[src/rtl/bht_update_controller.sv]
// bht_update_controller: 2-bit counter branch history table with an initialisation sweep and a queued read-modify-write update path
module bht_update_controller #(
  parameter int INDEX_BITS = 6,
  parameter int FIFO_DEPTH = 4
) (
  input  logic                          clk,
  input  logic                          rst,
  input  logic [31:0]                   lookup_pc,
  output logic                          lookup_taken,
  input  logic                          upd_valid,
  input  logic [31:0]                   upd_pc,
  input  logic                          upd_taken,
  output logic                          upd_ready,
  output logic [$clog2(FIFO_DEPTH):0]   fifo_count,
  output logic                          init_done
);
  localparam int ENTRIES = 1 << INDEX_BITS;
  localparam int PW = $clog2(FIFO_DEPTH);
  localparam int CW = PW + 1;
  typedef enum logic [1:0] {INIT, IDLE, READ, WRITE} state_t;
  state_t state_q, state_d;
  logic [INDEX_BITS-1:0] init_idx_q, init_idx_d;
  logic [PW-1:0] head_q, head_d, tail_q, tail_d;
  logic [CW-1:0] count_q, count_d;
  logic init_done_q, init_done_d;
  logic [INDEX_BITS-1:0] rd_idx_q, rd_idx_d;
  logic rd_dir_q, rd_dir_d;
  logic [1:0] rd_ctr_q, rd_ctr_d;
  logic [1:0] tbl [ENTRIES];
  logic [INDEX_BITS-1:0] fifo_idx [FIFO_DEPTH];
  logic fifo_dir [FIFO_DEPTH];
  logic [INDEX_BITS-1:0] lk_idx, up_idx, tbl_wa;
  logic [1:0] tbl_wd, sat;
  logic push, pop, tbl_we;
  logic unused_pc_bits;
  assign lk_idx = lookup_pc[INDEX_BITS+1:2];
  assign up_idx = upd_pc[INDEX_BITS+1:2];
  assign unused_pc_bits = ^{lookup_pc[31:INDEX_BITS+2], lookup_pc[1:0], upd_pc[31:INDEX_BITS+2], upd_pc[1:0]};
  assign upd_ready = init_done_q && (count_q < CW'(FIFO_DEPTH));
  assign push = upd_valid && upd_ready;
  assign pop = state_q == WRITE;
  assign fifo_count = count_q;
  assign init_done = init_done_q;
  assign lookup_taken = init_done_q && tbl[lk_idx][1];
  assign sat = rd_dir_q ? (rd_ctr_q == 2'b11 ? 2'b11 : rd_ctr_q + 2'b01)
                        : (rd_ctr_q == 2'b00 ? 2'b00 : rd_ctr_q - 2'b01);
  assign tbl_we = (state_q == INIT) || (state_q == WRITE);
  assign tbl_wa = state_q == INIT ? init_idx_q : rd_idx_q;
  assign tbl_wd = state_q == INIT ? 2'b01 : sat;
  // next-state: init sweep, queue pointer/occupancy bookkeeping and the read-then-write update sequence
  always_comb begin
    state_d = state_q;
    init_idx_d = init_idx_q;
    init_done_d = init_done_q;
    head_d = head_q;
    rd_idx_d = rd_idx_q;
    rd_dir_d = rd_dir_q;
    rd_ctr_d = rd_ctr_q;
    tail_d = push ? tail_q + PW'(1) : tail_q;
    count_d = count_q + CW'(push) - CW'(pop);
    case (state_q)
      INIT: begin
        init_idx_d = init_idx_q + INDEX_BITS'(1);
        if (init_idx_q == INDEX_BITS'(ENTRIES - 1)) begin
          state_d = IDLE;
          init_done_d = 1'b1;
        end
      end
      IDLE: state_d = count_q != '0 ? READ : IDLE;
      READ: begin
        rd_idx_d = fifo_idx[head_q];
        rd_dir_d = fifo_dir[head_q];
        rd_ctr_d = tbl[fifo_idx[head_q]];
        state_d = WRITE;
      end
      WRITE: begin
        head_d = head_q + PW'(1);
        state_d = count_q > CW'(1) ? READ : IDLE;
      end
      default: state_d = INIT;
    endcase
  end
  // control state with asynchronous reset; reset restarts the sweep and empties the queue
  always_ff @(posedge clk or posedge rst) begin
    if (rst) begin
      state_q <= INIT;
      init_idx_q <= '0;
      init_done_q <= 1'b0;
      head_q <= '0;
      tail_q <= '0;
      count_q <= '0;
      rd_idx_q <= '0;
      rd_dir_q <= 1'b0;
      rd_ctr_q <= '0;
    end else begin
      state_q <= state_d;
      init_idx_q <= init_idx_d;
      init_done_q <= init_done_d;
      head_q <= head_d;
      tail_q <= tail_d;
      count_q <= count_d;
      rd_idx_q <= rd_idx_d;
      rd_dir_q <= rd_dir_d;
      rd_ctr_q <= rd_ctr_d;
    end
  end
  // queue storage is not reset; only entries between head and tail are meaningful
  always_ff @(posedge clk) begin
    if (push) begin
      fifo_idx[tail_q] <= up_idx;
      fifo_dir[tail_q] <= upd_taken;
    end
  end
  // counter table is only defined by the init sweep and later written back by WRITE
  always_ff @(posedge clk) begin
    if (tbl_we) tbl[tbl_wa] <= tbl_wd;
  end
endmodule

[config.mk]
export PLATFORM = sky130hd
export DESIGN_NAME = bht_update_controller
export DESIGN_NICKNAME = d
export VERILOG_FILES = /design/src/rtl/bht_update_controller.sv
export SDC_FILE = /design/constraint.sdc
export NUM_CORES = 1
export LEC_CHECK = 0
export CAP_MARGIN = 10
export CELL_PAD_IN_SITES_DETAIL_PLACEMENT = 0
export CELL_PAD_IN_SITES_GLOBAL_PLACEMENT = 2
export CORE_AREA = 10 10 153 184
export DETAILED_ROUTE_END_ITERATION = 10
export DIE_AREA = 0 0 163 194
export PLACE_DENSITY = 0.7
export SLEW_MARGIN = 20
export SYNTH_ARGS = -nofsm -noshare
export SYNTH_HDL_FRONTEND = slang
export SYNTH_SLANG_ARGS = --single-unit
export TNS_END_PERCENT = 10
[constraint.sdc]
create_clock -name clk -period 3.9 [get_ports clk]
set_input_delay 0.78 -clock clk [delete_from_list [all_inputs] [get_ports clk]]
set_output_delay 0.78 -clock clk [all_outputs]
set_load 0.05 [all_outputs]
# After elaboration in Yosys (flattened, before gate mapping)
# Memory sizes are Yosys's and may differ from the RTL's. A register that Yosys moved wholly into a read port is not among the register bits.
# Cells that the tools add are included.
[classes] add_sub_neg=7 magnitude_cmp=2 n_eq_ne=6 mux=13 reduce_logical=8
[ops] operator="2-to-1 mux 2 bit" n=7
[ops] operator="case mux 2 bit (4 select lines)" n=1
[ops] operator="adder 2 x 1 -> 2 bit, second input constant" n=3
[ops] operator="adder 6 x 1 -> 6 bit, second input constant" n=1
[ops] operator="== test 2 bit, second input constant" n=3
[ops] operator="== test 6 bit, second input constant" n=1
[ops] operator="2-to-1 mux 6 bit" n=1
[ops] operator="zero test 2 bit" n=2
[ops] operator="2-to-1 mux 1 bit" n=4
[ops] operator="adder 3 x 1 -> 3 bit" n=1
[ops] operator="greater-than comparator 3 x 1 -> 1 bit, second input constant" n=1
[ops] operator="logical AND 1 bit" n=3
[ops] operator="< comparator 3 bit, second input constant" n=1
[ops] operator="nonzero test 3 bit" n=1
[ops] operator="subtractor 3 x 1 -> 3 bit" n=1
[ops] operator="== test 2 x 1 -> 1 bit, second input constant" n=1
[ops] operator="inequality test 2 x 1 -> 1 bit, second input constant" n=1
[ops] operator="AND reduction 2 bit" n=1
[ops] operator="subtractor 2 x 1 -> 2 bit, second input constant" n=1
[ops] operator="logical OR 1 bit" n=1
[word_totals] register_bits=22 mem_bits_rw=156 input_bits=68 output_inout_bits=6 wordCells=46 n_memories=3
[memory_table] name="tbl" words=64 width=2 read_ports=2 rd_ports_with_merged_regs=1 wr=1 line_no="29" source="logic [1:0] tbl [ENTRIES];"
[memory_table] name="fifo_idx" words=4 width=6 read_ports=1 rd_ports_with_merged_regs=0 wr=1 line_no="30" source="logic [INDEX_BITS-1:0] fifo_idx [FIFO_DEPTH];"
[memory_table] name="fifo_dir" words=4 width=1 read_ports=1 rd_ports_with_merged_regs=1 wr=1 line_no="31" source="logic fifo_dir [FIFO_DEPTH];"

# Logic depth before layout (Yosys ltp)
# Gate-level depths: netlist of the first run.
[logic_depth] ltp_word=5 ltp_mapped=12 depth_no_buf=9

# Worst setup path after synthesis of the first run
# OpenSTA, ideal clock, no wires.
[synth_timing] kind="input-to-output" from="input port lookup_pc[2]" to="output port lookup_taken" t_arrival_ps=3062 t_required_ps=3120 setup_slack_ps=58 path_stages=6 n_path_buf=2 cell_sequence="buf_2 -> buf_2 -> mux4_2 -> mux4_2 -> mux4_2 -> and2_1"
[synth_via] elab_chain_len=2
[synth_rtl] element="start, declared" line_no="8" source="input logic [31:0] lookup_pc,"
[synth_rtl] element="memory read (64 x 2 bit)"
[synth_rtl] element="logical AND 1 bit" line_no="44" source="assign lookup_taken = init_done_q && tbl[lk_idx][1];"
[synth_rtl] element="end, declared" line_no="9" source="output logic lookup_taken,"
# No other way between the ends.

# Final worst setup path of the first run
# Same ends and word-level chain as after synthesis.

==> results of run 1 <==
==> kinds of logic (layout without fill, tap and decap cells) <==
group	count (synthesis)	after routing	share of synthesized area, %
xor+xnor	9	9	0.934
mux	108	108	18.0
fa+ha+maj	14	14	2.16
buf+inv	48	89	2.73
compound gates	58	58	4.80
simple gates	157	157	8.45
flops	181	181	62.9
==> where the power goes <==
group | internal [uW] | total, uW | switching, uW
Clock | 868 | 1710 | 844
Sequential | 2080 | 2080 | 0
Combinational | 34.5 | 62.2 | 27.7
==> placed cells by master (no fill, tap or decap), types with 3 or more instances in the layout <==
cell	synthesis	layout
a211oi_1	13	13
a21oi_1	13	12
and2_1	7	7
and3_1	4	4
buf_12	0	3
buf_4	1	13
clkbuf_16	0	17
clkdlybuf4s50_1	0	18
clkinv_8	0	4
dfrtp_1	25	25
edfxtp_1	156	156
ha_1	13	13
inv_1	19	18
inv_8	0	6
mux2_2	18	18
mux2i_1	58	58
mux4_1	5	5
mux4_2	27	27
nand2_1	38	38
nand2b_1	3	3
nand3_1	3	3
nand4_1	3	3
nor2_1	58	58
nor2b_1	5	5
nor3_1	22	22
o211ai_1	5	5
o21ai_0	5	5
o22ai_1	3	3
o32ai_1	3	3
or2_2	4	4
or3_1	4	4
xnor2_1	6	6
xor2_1	3	3
==> flip-flops by register name, indices dropped and copies added (netlist names) <==
name and flops:
rd_ctr_q 2, fifo_idx 24, fifo_count 3, head_q 2
tail_q 2, tbl 128, init_idx_q 6, rd_dir_q 1
rd_idx_q 6, fifo_dir 4, state_q 2, init_done 1
==> stage by stage <==
stage / TNS, ns / power [uW] / instances / area (sq um)
2_1_floorplan: 0 / 2140 / 575 / 8440
3_3_place_gp: -0.413 / 2170 / 907 / 9060
3_5_place_dp: -0.407 / 2180 / 907 / 9060
4_1_cts: 0 / 3880 / 941 / 9710
5_1_grt: 0 / 3960 / 941 / 9710
6_report: 0 / 3850 / 941 / 9710
==> metal layers <==
metal	share of wire (%)	routed length, um	vias up	GRT usage, %
met5	0	0	-	0
met4	2.2	449	0	4.90
met3	3.7	768	24	2.70
met2	53	10900	84	22.9
met1	41	8470	2538	15.7
li1	-	-	2260	-
==> how the worst max path moves through the flow <==
stage	from	to	slack, ns
after floorplan	lookup_pc[2]	lookup_taken	0.06
after global placement	lookup_pc[2]	lookup_taken	-0.41
after detailed placement	lookup_pc[2]	lookup_taken	-0.41
after CTS	lookup_pc[2]	lookup_taken	0.03
after global routing	lookup_pc[2]	lookup_taken	0.003
final	lookup_pc[2]	lookup_taken	0.03
==> worst max-delay path, cell delays in order <==
cell	delay [ns]
buf_4	0.14
buf_12	0.16
mux4_2	0.55
mux4_2	0.51
mux4_2	0.54
and2_1	0.20
buf_4	0.19
==> area by class of cell <==
cell class                 count  area share [%]
clock buffer                  17            4.38
multi-input combinational    346            30.0
inverter                      20           0.773
sequential                   181            54.7
tap                          325            4.19
timing repair buffer          37            4.21
clock inverter                15            1.79
==> repair_timing <==
action | 4_1_cts | 5_1_grt
resized for setup | 10 | 0
endpoints found under the setup margin | 1 | 0
hold buffers | 0 | 0
==> results.json, run 1 <==
{
  "post_drt_wl_per_cell_um": 21.9,
  "tritoncts": "done",
  "maxCapViolCount": 0,
  "synth_area_leaders": "edfxtp_1 55%, dfrtp_1 7.4%, mux4_2 7.2%, mux2i_1 6.9%, nor2_1 2.6%",
  "ys.flop_type": "edfxtp_1",
  "multiInputGateArea_sq_mm": 0.00291,
  "seq_area_sq_mm": 0.00531,
  "antenna_cells": 0,
  "slew_headroom_pct": 34.7,
  "clock_latency_ns": 0.44,
  "clock_path_buffers": 2,
  "cp.arrival_ns": 3.09,
  "hold_end": "init_done",
  "path_class": "input pin to primary output",
  "rsz0062_at_grt": "no",
  "clk_pin_slew_ns": 0.08,
  "fmaxAchievable_ghz": 0.258,
  "worstMarginPinSlew_ns": 0.973,
  "synth.ff_latch_count": 181,
  "synth_most_common_cell": "edfxtp_1",
  "grt.total_usage_pct": 13.2,
  "p_leak_uw": 0.00306,
  "endpoint_kind": "primary output",
  "min_path_cells": 1,
  "die_w_um": 163,
  "ys_seq_area_share_pct": 62.9,
  "peakVddDrop_v": 0.000309,
  "r2r-end": "rd_ctr_q[1]",
  "vias_per_cell": 5.21,
  "startpoint_type": "input pin",
  "ant_nets": 0,
  "synth_cell_type_count": 48,
  "drt-total-wl_mm": 20.6,
  "finalSetupViolCount": 0,
  "routabilityCongestion": 0.812,
  "h-tree-depth": 4,
  "die_area_sq_mm": 0.0316,
  "slew_viol_final": 0,
  "cts-buffers-inserted": 17,
  "min_period_over_period_pct": 99.3,
  "async_reset_ff_share_pct": 13.8,
  "syn-num-nets": 657,
  "overflow": 0,
  "grt_pass1_wl_mm": 31.6,
  "finClkSkew_ns": 0.00963,
  "numPortBuffers": 21,
  "io_pins": 74,
  "timing.rr.start": "head_q[0]",
  "antenna_found_initial": 0,
  "grt_max_degree": 65,
  "place_ws_ns": -0.407,
  "drtIter0Drc": 318,
  "syn_area_sq_mm": 0.00844,
  "die_h_um": 194,
  "utilization_pct": 39.8,
  "coreArea_sq_mm": 0.0244,
  "first_pass_iters": 4,
  "holdWs_ns": 0.531,
  "hold_viol_final": 0,
  "hp-start": "init_done",
  "grt_pass1_vias": 5282,
  "start_util_pct": 34.6,
  "path_max_fanout": 8,
  "n_fill_cell": 2305,
  "fin_ws_ns": 0.0260,
  "syn_avg_cell_area_sq_um": 14.7,
  "vias": 4906,
  "placementRows": 63,
  "layout-drive-gt1-share_pct": 16.6,
  "synthTopCellsByCount": "156 x edfxtp_1, 58 x mux2i_1, 58 x nor2_1",
  "netlist_instances": 575,
  "root_buffer": "clkbuf_16",
  "ys.warnings.count": 0,
  "cp.required_ns": 3.12,
  "post_cts_buffers": 0,
  "dpl.hpwl_mm": 14.0,
  "layout.nets": 685,
  "drcViolationCount": 0,
  "synth_area_leader_cell": "edfxtp_1",
  "synth_top_area_share_pct": 55.5,
  "synth_edf_count": 156,
  "worstRegToRegCells": 7,
  "power.density_mw_per_mm2": 396,
  "area_growth_pct": 15.1,
  "r2r_setup_slack_ns": 0.67,
  "cts_sinks": 181,
  "min_path_type": "flip-flop to flip-flop",
  "status": "complete, no violations",
  "post-route-min-period_ns": 3.87
}
(Power assumes the default switching activity.)
==> run 2, diff against run 1 <==
--- a/config.mk
+++ b/config.mk
@@ -9,8 +9,10 @@
 export CELL_PAD_IN_SITES_DETAIL_PLACEMENT = 0
 export CELL_PAD_IN_SITES_GLOBAL_PLACEMENT = 2
 export CORE_AREA = 10 10 153 184
+export CTS_CLUSTER_SIZE = 16
 export DETAILED_ROUTE_END_ITERATION = 10
 export DIE_AREA = 0 0 163 194
+export GPL_ROUTABILITY_DRIVEN = 1
 export PLACE_DENSITY = 0.7
 export SLEW_MARGIN = 20
 export SYNTH_ARGS = -nofsm -noshare
==> results of run 2 <==
The final DEF is identical to that of run 1; final timing and power are the same.
==> run 3, diff against run 2 <==
--- a/config.mk
+++ b/config.mk
@@ -8,12 +8,12 @@
 export CAP_MARGIN = 10
 export CELL_PAD_IN_SITES_DETAIL_PLACEMENT = 0
 export CELL_PAD_IN_SITES_GLOBAL_PLACEMENT = 2
-export CORE_AREA = 10 10 153 184
+export CORE_AREA = 10 10 146 175
 export CTS_CLUSTER_SIZE = 16
 export DETAILED_ROUTE_END_ITERATION = 10
-export DIE_AREA = 0 0 163 194
+export DIE_AREA = 0 0 156 185
 export GPL_ROUTABILITY_DRIVEN = 1
-export PLACE_DENSITY = 0.7
+export PLACE_DENSITY = 0.76
 export SLEW_MARGIN = 20
 export SYNTH_ARGS = -nofsm -noshare
 export SYNTH_HDL_FRONTEND = slang
==> results.json, run 3 (synthesis results as in run 1) <==
{
  "status": "complete, no violations",
  "layout.nets": 685,
  "largest_registers": "tbl x128, fifo_idx x24",
  "drtIter0Drc": 303,
  "grt.total_usage_pct": 14.4,
  "endpoint_kind": "primary output",
  "antenna_cells": 0,
  "area_growth_pct": 13.9,
  "cp_slowest_cell": "mux4_2",
  "clock_latency_ns": 0.43,
  "largest_reg_flops": 128,
  "worstRegToRegCells": 7,
  "rsz0062_at_grt": "no",
  "dpl.hpwl_mm": 13.6,
  "dp.cells": 861,
  "crit_buf_inv": 3,
  "final_common_cell": "edfxtp_1",
  "n_fill_cell": 1974,
  "timing.rr.start": "head_q[0]",
  "slew_viol_final": 0,
  "coreArea_sq_mm": 0.0221,
  "placementRows": 60,
  "post_cts_buffers": 0,
  "min_path_type": "flip-flop to flip-flop",
  "p_leak_uw": 0.00305,
  "cpMostUsedCell": "mux4_2",
  "cts_sinks": 181,
  "die_area_sq_mm": 0.0289,
  "fmaxAchievable_ghz": 0.260,
  "min_period_over_period_pct": 98.7,
  "cpPeakStageDelay_ns": 0.55,
  "cts-buffers-inserted": 17,
  "clk_pin_slew_ns": 0.07,
  "numPortBuffers": 21,
  "layout-drive-gt1-share_pct": 16.9,
  "peakVddDrop_v": 0.000280,
  "die_h_um": 185,
  "seq_area_sq_mm": 0.00531,
  "fin_cells": 895,
  "cp.arrival_ns": 3.07,
  "routabilityCongestion": 0.827,
  "cp.depth": 7,
  "fin_ws_ns": 0.0516,
  "path_max_fanout": 8,
  "power.density_mw_per_mm2": 391,
  "maxCapViolCount": 0,
  "slew_headroom_pct": 38.6,
  "hold_end": "init_done",
  "start_util_pct": 38.1,
  "startpoint_type": "input pin",
  "ant_nets": 0,
  "min_path_cells": 1,
  "io_pins": 74,
  "grt_max_degree": 37,
  "r2r_setup_slack_ns": 0.64,
  "drcViolationCount": 0,
  "postPlaceCellArea_sq_mm": 0.00900,
  "r2r-end": "rd_ctr_q[1]",
  "vias_per_cell": 5.43,
  "worstMarginPinSlew_ns": 0.919,
  "first_pass_iters": 5,
  "place_ws_ns": -0.392,
  "layout_common_cells": "156 x edfxtp_1, 58 x mux2i_1, 58 x nor2_1",
  "finClkSkew_ns": 0.0104,
  "finalSetupTns_ns": 0,
  "post_drt_wl_per_cell_um": 22.3,
  "hp-start": "init_done",
  "grt_pass1_vias": 5126,
  "top_register": "tbl",
  "h-tree-depth": 4,
  "path_class": "input pin to primary output",
  "tritoncts": "done",
  "multiInputGateArea_sq_mm": 0.00292,
  "vias": 4857,
  "critPathTopFamily": "multiplexers",
  "cp.required_ns": 3.12,
  "grt_pass1_wl_mm": 31.0,
  "overflow": 0,
  "finalSetupViolCount": 0,
  "antenna_found_initial": 0,
  "clock_path_buffers": 2,
  "root_buffer": "clkbuf_16",
  "fin_area_sq_mm": 0.00962,
  "die_w_um": 156,
  "crit_chain": "buf_4 -> buf_12 -> mux4_2 -> mux4_2 -> mux4_2 -> and2_4 -> buf_4",
  "post-route-min-period_ns": 3.85,
  "hold_viol_final": 0,
  "drt-total-wl_mm": 19.9
}
run 3: changes by cell type in the layout (fill, tap and decap cells not counted), sizes merged:
cell	delta
clkinv	-3
clkinvlp	-1
inv	+4
run 3: layer usage:
metal | vias to the layer above | GRT usage, % | share of wire, %
li1 | 2265 | - | -
met1 | 2473 | 17.8 | 43
met2 | 98 | 24.9 | 52
met3 | 21 | 2.78 | 3.7
met4 | 0 | 4.69 | 1.7
met5 | - | 0 | 0
run 3: timing repair:
action / in CTS / in global routing
gates resized for setup: 10 / 1
cloned: 2 / 0
hold buffers: 0 / 0
endpoints found under the setup margin: 1 / 1
run 3: worst max-delay path by stage:
stage	start	to	slack [ns]
after global routing	lookup_pc[2]	lookup_taken	0.02
after global placement	lookup_pc[2]	lookup_taken	-0.41
after detailed placement	lookup_pc[2]	lookup_taken	-0.39
after CTS	lookup_pc[2]	lookup_taken	0.03
after floorplan	lookup_pc[2]	lookup_taken	0.06
final	lookup_pc[2]	lookup_taken	0.05
run 3: area by class of cell:
type / instances / share of cell area [%]
Clock buffer: 17 / 4.42
Multi-Input combinational cell: 346 / 30.3
Inverter: 20 / 0.780
Tap cell: 279 / 3.63
Clock inverter: 15 / 1.37
Timing Repair Buffer: 37 / 4.25
Sequential cell: 181 / 55.2
run 3: where the power goes:
part           internal (uW)  switching [uW]  total [uW]
logic                   34.5            28.3        62.8
registers               2080               0        2080
clock network            845             775        1620
total                   2960             804        3760
run 3: stage by stage:
stage / utilization, % / power, uW / hold WS [ns]
after global routing: 43.4 / 3890 / 0.554
after global placement: 40.6 / 2170 / 0.487
after floorplan: - / 2140 / 0.498
after CTS: 43.4 / 3800 / 0.524
final: 43.4 / 3760 / 0.523
after detailed placement: 40.6 / 2180 / 0.497
